## src/rtl/elevator_pkg.sv

```systemverilog
`default_nettype none
// ============================================================================
//  Module      : elevator_pkg
//  Description : Shared state encoding, default dimensions and a small helper
//                for the elevator controller and its call register.
//  Revision    : 1.0 - initial release
// ============================================================================
package elevator_pkg;

    typedef enum logic [1:0] {
        IDLE      = 2'd0,
        MOVING    = 2'd1,
        DOOR_OPEN = 2'd2
    } state_t;

    localparam int c_DEF_NUM_FLOORS   = 4;
    localparam int c_DEF_DOOR_TICKS   = 3;
    localparam int c_DEF_TRAVEL_TICKS = 2;

    function automatic int max_int(input int a, input int b);
        return (a > b) ? a : b;
    endfunction

endpackage
`default_nettype wire

```

## src/rtl/elevator_controller_call_register.sv

```systemverilog
`default_nettype none
// ============================================================================
//  Module      : call_register
//  Description : Latches floor calls until served and reports whether any
//                call (latched or arriving this cycle) lies above or below
//                the current floor.
//  Revision    : 1.0 - initial release
// ============================================================================
module call_register
    import elevator_pkg::*;
#(
    parameter int  NUM_FLOORS = c_DEF_NUM_FLOORS,
    localparam int c_FLOOR_W  = (NUM_FLOORS > 1) ? $clog2(NUM_FLOORS) : 1
)(
    input  logic                  clk,
    input  logic                  nreset,
    input  logic [NUM_FLOORS-1:0] i_set,
    input  logic [NUM_FLOORS-1:0] i_clr,
    input  logic [c_FLOOR_W-1:0]  i_floor,
    output logic [NUM_FLOORS-1:0] o_pending,
    output logic                  o_ahead_above,
    output logic                  o_ahead_below
);

    logic [NUM_FLOORS-1:0] r_pending;
    logic [NUM_FLOORS-1:0] w_calls;

    // Clear only ever names the served floor, so clearing after the set
    // lets new calls elsewhere survive while the served floor drops out.
    always_ff @(posedge clk or posedge nreset) begin
        if (nreset) begin
            r_pending <= '0;
        end else begin
            r_pending <= (r_pending | i_set) & ~i_clr;
        end
    end

    assign w_calls = r_pending | i_set;

    // Scan the combined call view for anything above or below the cabin.
    always_comb begin
        o_ahead_above = 1'b0;
        o_ahead_below = 1'b0;
        for (int i = 0; i < NUM_FLOORS; i++) begin
            if (w_calls[i] && (i > int'(i_floor))) o_ahead_above = 1'b1;
            if (w_calls[i] && (i < int'(i_floor))) o_ahead_below = 1'b1;
        end
    end

    assign o_pending = r_pending;

endmodule
`default_nettype wire

```

## src/rtl/elevator_controller.sv

```systemverilog
`default_nettype none
// ============================================================================
//  Module      : elevator_controller
//  Description : SCAN-scheduled single-cabin elevator: FSM, travel/door timer
//                and floor counter; call latching lives in call_register.
//  Revision    : 1.0 - initial release
// ============================================================================
module elevator_controller
    import elevator_pkg::*;
#(
    parameter int  NUM_FLOORS   = c_DEF_NUM_FLOORS,
    parameter int  DOOR_TICKS   = c_DEF_DOOR_TICKS,
    parameter int  TRAVEL_TICKS = c_DEF_TRAVEL_TICKS,
    localparam int c_FLOOR_W    = (NUM_FLOORS > 1) ? $clog2(NUM_FLOORS) : 1
)(
    input  logic                  clk,
    input  logic                  nreset,
    input  logic [NUM_FLOORS-1:0] call_req,
    input  logic                  full,
    input  logic                  obstruct,
    output logic                  door_open,
    output logic [c_FLOOR_W-1:0]  floor,
    output logic                  moving,
    output logic                  dir_up,
    output logic [NUM_FLOORS-1:0] pending,
    output logic                  overload
);

    localparam int                    c_TIMER_W     = $clog2(max_int(DOOR_TICKS, TRAVEL_TICKS) + 1);
    localparam logic [c_TIMER_W-1:0]  c_DOOR_LAST   = c_TIMER_W'(DOOR_TICKS - 1);
    localparam logic [c_TIMER_W-1:0]  c_TRAVEL_LAST = c_TIMER_W'(TRAVEL_TICKS - 1);
    localparam logic [c_FLOOR_W-1:0]  c_TOP         = c_FLOOR_W'(NUM_FLOORS - 1);
    localparam logic [NUM_FLOORS-1:0] c_ONE_HOT     = NUM_FLOORS'(1);

    state_t                r_state,  w_state_nxt;
    logic [c_FLOOR_W-1:0]  r_floor,  w_floor_nxt;
    logic                  r_dir_up, w_dir_nxt;
    logic [c_TIMER_W-1:0]  r_timer,  w_timer_nxt;

    logic [NUM_FLOORS-1:0] w_set;
    logic [NUM_FLOORS-1:0] w_clr;
    logic [NUM_FLOORS-1:0] w_pending;
    logic [NUM_FLOORS-1:0] w_here;
    logic                  w_above;
    logic                  w_below;
    logic [c_FLOOR_W-1:0]  w_move_floor;
    logic                  w_eff_dir;

    call_register #(
        .NUM_FLOORS (NUM_FLOORS)
    ) u_call_register (
        .clk           (clk),
        .nreset        (nreset),
        .i_set         (w_set),
        .i_clr         (w_clr),
        .i_floor       (r_floor),
        .o_pending     (w_pending),
        .o_ahead_above (w_above),
        .o_ahead_below (w_below)
    );

    assign w_here = c_ONE_HOT << r_floor;

    // Departure direction is pinned at the end floors so the cabin can never
    // be aimed off the shaft.
    assign w_eff_dir = (r_floor == '0)   ? 1'b1 :
                       (r_floor == c_TOP) ? 1'b0 : r_dir_up;

    // Next floor one step along the travel direction, saturated at the ends.
    always_comb begin
        if (r_dir_up) begin
            w_move_floor = (r_floor == c_TOP) ? r_floor : r_floor + 1'b1;
        end else begin
            w_move_floor = (r_floor == '0) ? r_floor : r_floor - 1'b1;
        end
    end

    // State register with asynchronous reset; reset abandons any travel or door cycle.
    always_ff @(posedge clk or posedge nreset) begin
        if (nreset) begin
            r_state  <= IDLE;
            r_floor  <= '0;
            r_dir_up <= 1'b1;
            r_timer  <= '0;
        end else begin
            r_state  <= w_state_nxt;
            r_floor  <= w_floor_nxt;
            r_dir_up <= w_dir_nxt;
            r_timer  <= w_timer_nxt;
        end
    end

    // Next-state, timer and call set/clear decisions.
    always_comb begin
        w_state_nxt = r_state;
        w_floor_nxt = r_floor;
        w_dir_nxt   = r_dir_up;
        w_timer_nxt = r_timer + 1'b1;
        w_set       = call_req;
        w_clr       = '0;
        case (r_state)
            IDLE: begin
                w_timer_nxt = '0;
                if (|((w_pending | call_req) & w_here)) begin
                    w_state_nxt = DOOR_OPEN;
                    w_clr       = w_here;
                end else if (w_eff_dir ? w_above : w_below) begin
                    w_state_nxt = MOVING;
                    w_dir_nxt   = w_eff_dir;
                end else if (w_eff_dir ? w_below : w_above) begin
                    w_state_nxt = MOVING;
                    w_dir_nxt   = ~w_eff_dir;
                end
            end
            MOVING: begin
                if (r_timer == c_TRAVEL_LAST) begin
                    w_timer_nxt = '0;
                    w_floor_nxt = w_move_floor;
                    if (w_pending[w_move_floor]) begin
                        w_state_nxt = DOOR_OPEN;
                        w_clr       = c_ONE_HOT << w_move_floor;
                    end
                end
            end
            DOOR_OPEN: begin
                // A call for this floor just holds the door longer.
                w_set = call_req & ~w_here;
                if (call_req[r_floor]) begin
                    w_timer_nxt = '0;
                end else if (r_timer == c_DOOR_LAST) begin
                    w_timer_nxt = '0;
                    if (!full && !obstruct) begin
                        w_state_nxt = IDLE;
                    end
                end
            end
            default: begin
                w_state_nxt = IDLE;
                w_timer_nxt = '0;
            end
        endcase
    end

    assign door_open = (r_state == DOOR_OPEN);
    assign moving    = (r_state == MOVING);
    assign floor     = r_floor;
    assign dir_up    = r_dir_up;
    assign pending   = w_pending;
    assign overload  = full && door_open;

endmodule
`default_nettype wire

```

## config.mk

```make
export PLATFORM = sky130hd
export DESIGN_NAME = elevator_controller
export DESIGN_NICKNAME = d
export VERILOG_FILES = /design/src/rtl/elevator_pkg.sv /design/src/rtl/elevator_controller_call_register.sv /design/src/rtl/elevator_controller.sv
export SDC_FILE = /design/constraint.sdc
export NUM_CORES = 1
export LEC_CHECK = 0
export CORE_MARGIN = 8
export CORE_UTILIZATION = 40
export DETAILED_ROUTE_END_ITERATION = 10
export HOLD_SLACK_MARGIN = 0.1
export PLACE_DENSITY_LB_ADDON = 0.2
export SYNTH_ARGS = -nofsm -noshare
export SYNTH_HDL_FRONTEND = slang
export SYNTH_SLANG_ARGS = --single-unit
```

## constraint.sdc

```tcl
create_clock -name clk -period 2.7 [get_ports clk]
set_clock_uncertainty 0.1 [all_clocks]
set_input_delay 0.405 -clock clk [delete_from_list [all_inputs] [get_ports clk]]
set_output_delay 0.405 -clock clk [all_outputs]
set_load 0.005 [all_outputs]
```

==> reports/qor.yml <==
routing:
  ant_nets: 0
  routedWlPerCell_um: 16.7
  post-route-drc-count: 0
  via_count: 823
  viasPerCell: 5.76
  routed_wl_mm: 2.39
  drtIter0Drc: 27
  first_pass_iters: 4
global_route:
  antenna_found_initial: 0
  grt_overflow_total: 0
  grt_pass1_wl_mm: 3.82
  grt_use_total_pct: 13.8
  grt_pass1_vias: 835
  grt_max_degree: 18
floorplan:
  ios: 18
  initial_utilization_pct: 42.9
  std_cell_rows: 16
  core_area_mm2: 0.00198
  dieArea_mm2: 0.00385
  die_x_um: 62.1
  die_y_um: 62.1
job:
  drv_cap: 0
placed_design:
  dpl_cell_area_mm2: 0.00103
  hpwlAfterDp_mm: 1.75
  pre_cts_slack_ns: 0.393
  dpl.cell_count: 139
  port_buffers: 17
  gp_congestion: 0.867
timing:
  maxSlewHeadroom_pct: 64.3
  final_hold_viol_count: 0
  period_needed_ns: 2.21
  setup_viol: 0
  grt_setup_unrepaired: "false"
  max_freq_ghz: 0.453
  fin_ws_ns: 0.493
  min_period_over_period_pct: 81.7
  tightest_slew_ns: 0.535
  tns_ns: 0
  drv_slew: 0
synth:
  synthCells: 99
  syn_area_per_cell_um2: 8.58
  synthXorXnorAreaFrac_pct: 1.03
  synth_simple_gate_area_share_pct: 21.5
  syn_nets: 110
  synthDistinctLibCells: 39
  syn_area_um2: 850
  yosysWarnings: 0
  synth_mux_area_share_pct: 7.81
  synth_top_family_by_area: "compound AO/OA/AOI/OAI gates"
  ys_seq_elements: 11
  synth_fa_ha_area_share_pct: 4.42
  synth_compound_area_share_pct: 26.5
  synth-seq-area-share_pct: 32.5
layout:
  antenna_cells: 0
  fin_cells: 143
  syn_to_final_growth_pct: 24.4
  final_area_mm2: 0.00106
  final_nets: 128
  final_cell_mix: "17 x clkdlybuf4s50_1, 10 x nor2_1, 10 x o21ai_0, 10 x dfrtp_1, 8 x inv_1"
  drive_gt1_share_pct: 8.62
  nFillCells: 192
  final_common_cell: "clkdlybuf4s50_1"
clocking:
  cts_root_buf: "clkbuf_4"
  insertion_delay_ns: 0.28
  cts_sinks: 11
  cts_buffer_depth: 2
  cts_setup_buffers: 0
  htreeDepth: 1
  numCtsBuffers: 3
  cts_hold_buf: 0
  cts.repair.resized: 0
  clk_pin_slew_ns: 0.08
  cts_tree: "yes"
min_path:
  hold_path_class: "primary input to async pin"
worst_setup_path:
  required_ns: 2.82
  start_kind: "flip-flop"
  path_max_fanout: 17
  r2r_start: "floor[0]$_DFFE_PP0P_"
  cp.arrival_ns: 2.32
  reg2reg_slack_ns: 0.49
  critPathKind: "flip-flop to flip-flop"
  cp-end-kind: "flip-flop"
  crit_start: "floor[0]$_DFFE_PP0P_"
power_and_ir_drop:
  powerDensity_mw_per_mm2: 865
  p_leak_nw: 0.405
  irDropWorstVdd_mv: 0.460
run_status:
  status: "finished, final reports clean"
-- critical path, cell delays in order (launching register included) --
cell and delay [ns]:
dfrtp_1 0.67, mux4_2 0.59, o21a_1 0.23, a31oi_2 0.21
a21boi_2 0.20, o32a_1 0.16
-- power by group --
| part | internal (mW) | total, mW | switching, mW |
|---|---|---|---|
| sequential | 0.218 | 0.304 | 0.0859 |
| combinational | 0.259 | 0.490 | 0.231 |
| clock | 0.0573 | 0.120 | 0.0624 |
| total | 0.535 | 0.914 | 0.379 |
-- final cells by class --
| cell class | count | area, µm² | area share [%] |
|---|---|---|---|
| tap | 27 | 33.8 | 3.20 |
| multi-input combinational | 76 | 520 | 49.2 |
| sequential | 11 | 277 | 26.2 |
| inverter | 8 | 30.0 | 2.84 |
| timing repair buffer | 17 | 170 | 16.1 |
| clock buffer | 4 | 26.3 | 2.49 |
-- registers in the layout, summed over array words and instances (netlist names) --
name                       count
r_state                        2
u_call_register.o_pending      4
floor                          2
dir_up                         1
r_timer                        2
-- kinds of logic (layout without fill, tap and decap cells) --
kind of cell    after synthesis  count (layout)
compound gates               33              33
xor+xnor                      1               1
fa+ha+maj                     3               3
buf+inv                      12              29
flops                        11              11
mux                           4               4
simple gates                 35              35
-- Yosys cell counts --
cell type   n  area [µm²]
ha_1        3        37.5
a22o_1      2        17.5
nor3b_1     2        15.0
nand2b_1    1        6.26
a211oi_1    1        7.51
and3_1      1        6.26
nand2_1     5        18.8
a311oi_1    1        8.76
or2_2       1        6.26
a21boi_2    1        11.3
o32a_1      1        10.0
and2_1      2        12.5
a31oi_2     1        12.5
dfstp_2     1        26.3
mux2i_1     1        10.0
mux2_2      1        11.3
a21oi_1     6        30.0
nor2_1     10        37.5
buf_6       1        11.3
o21a_1      2        15.0
a22oi_1     2        15.0
nor2b_1     2        12.5
a31oi_1     1        6.26
nor3_1      2        10.0
buf_1       1        3.75
mux4_2      2        45.0
or3_1       1        6.26
nand3_1     4        20.0
nor4_1      2        12.5
xor2_1      1        8.76
inv_1       8        30.0
nor4b_1     1        8.76
o21ai_0    10        50.1
o22ai_1     1        6.26
dfrtp_1    10         250
o22a_1      1        8.76
o2111ai_1   3        26.3
clkbuf_1    2        7.51
or4b_1      1        10.0
-- per-stage QoR --
step | hold slack [ns] | power, mW | util [%]
detailed placement | 0.395 | 0.789 | 52.0
CTS | 0.338 | 0.918 | 53.3
floorplan | 0.157 | 0.611 | -
finish | 0.319 | 0.914 | 53.3
global placement | 0.398 | 0.776 | 52.0
global route | 0.384 | 0.991 | 53.3
-- final timing paths --
kind | depth (start not counted) | endpoint
setup reg to reg | 5 | r_state[1]$_DFFE_PP0P_
setup / recovery | 5 | r_state[1]$_DFFE_PP0P_
max in group asynchronous | 2 | dir_up$_DFFE_PP1P_
hold / removal | 2 | r_state[1]$_DFFE_PP0P_
hold reg to reg | 1 | r_timer[0]$_DFF_PP0_
min in group clk | 1 | r_timer[0]$_DFF_PP0_
-- routing by layer --
layer	up-vias	GRT usage, %	wire length [µm]
met5	-	0	0
met4	0	8.44	57
met3	8	4.53	149
met2	22	22.3	1200
met1	390	15.3	981
li1	403	-	-
Power figures use the tool's default switching activity.
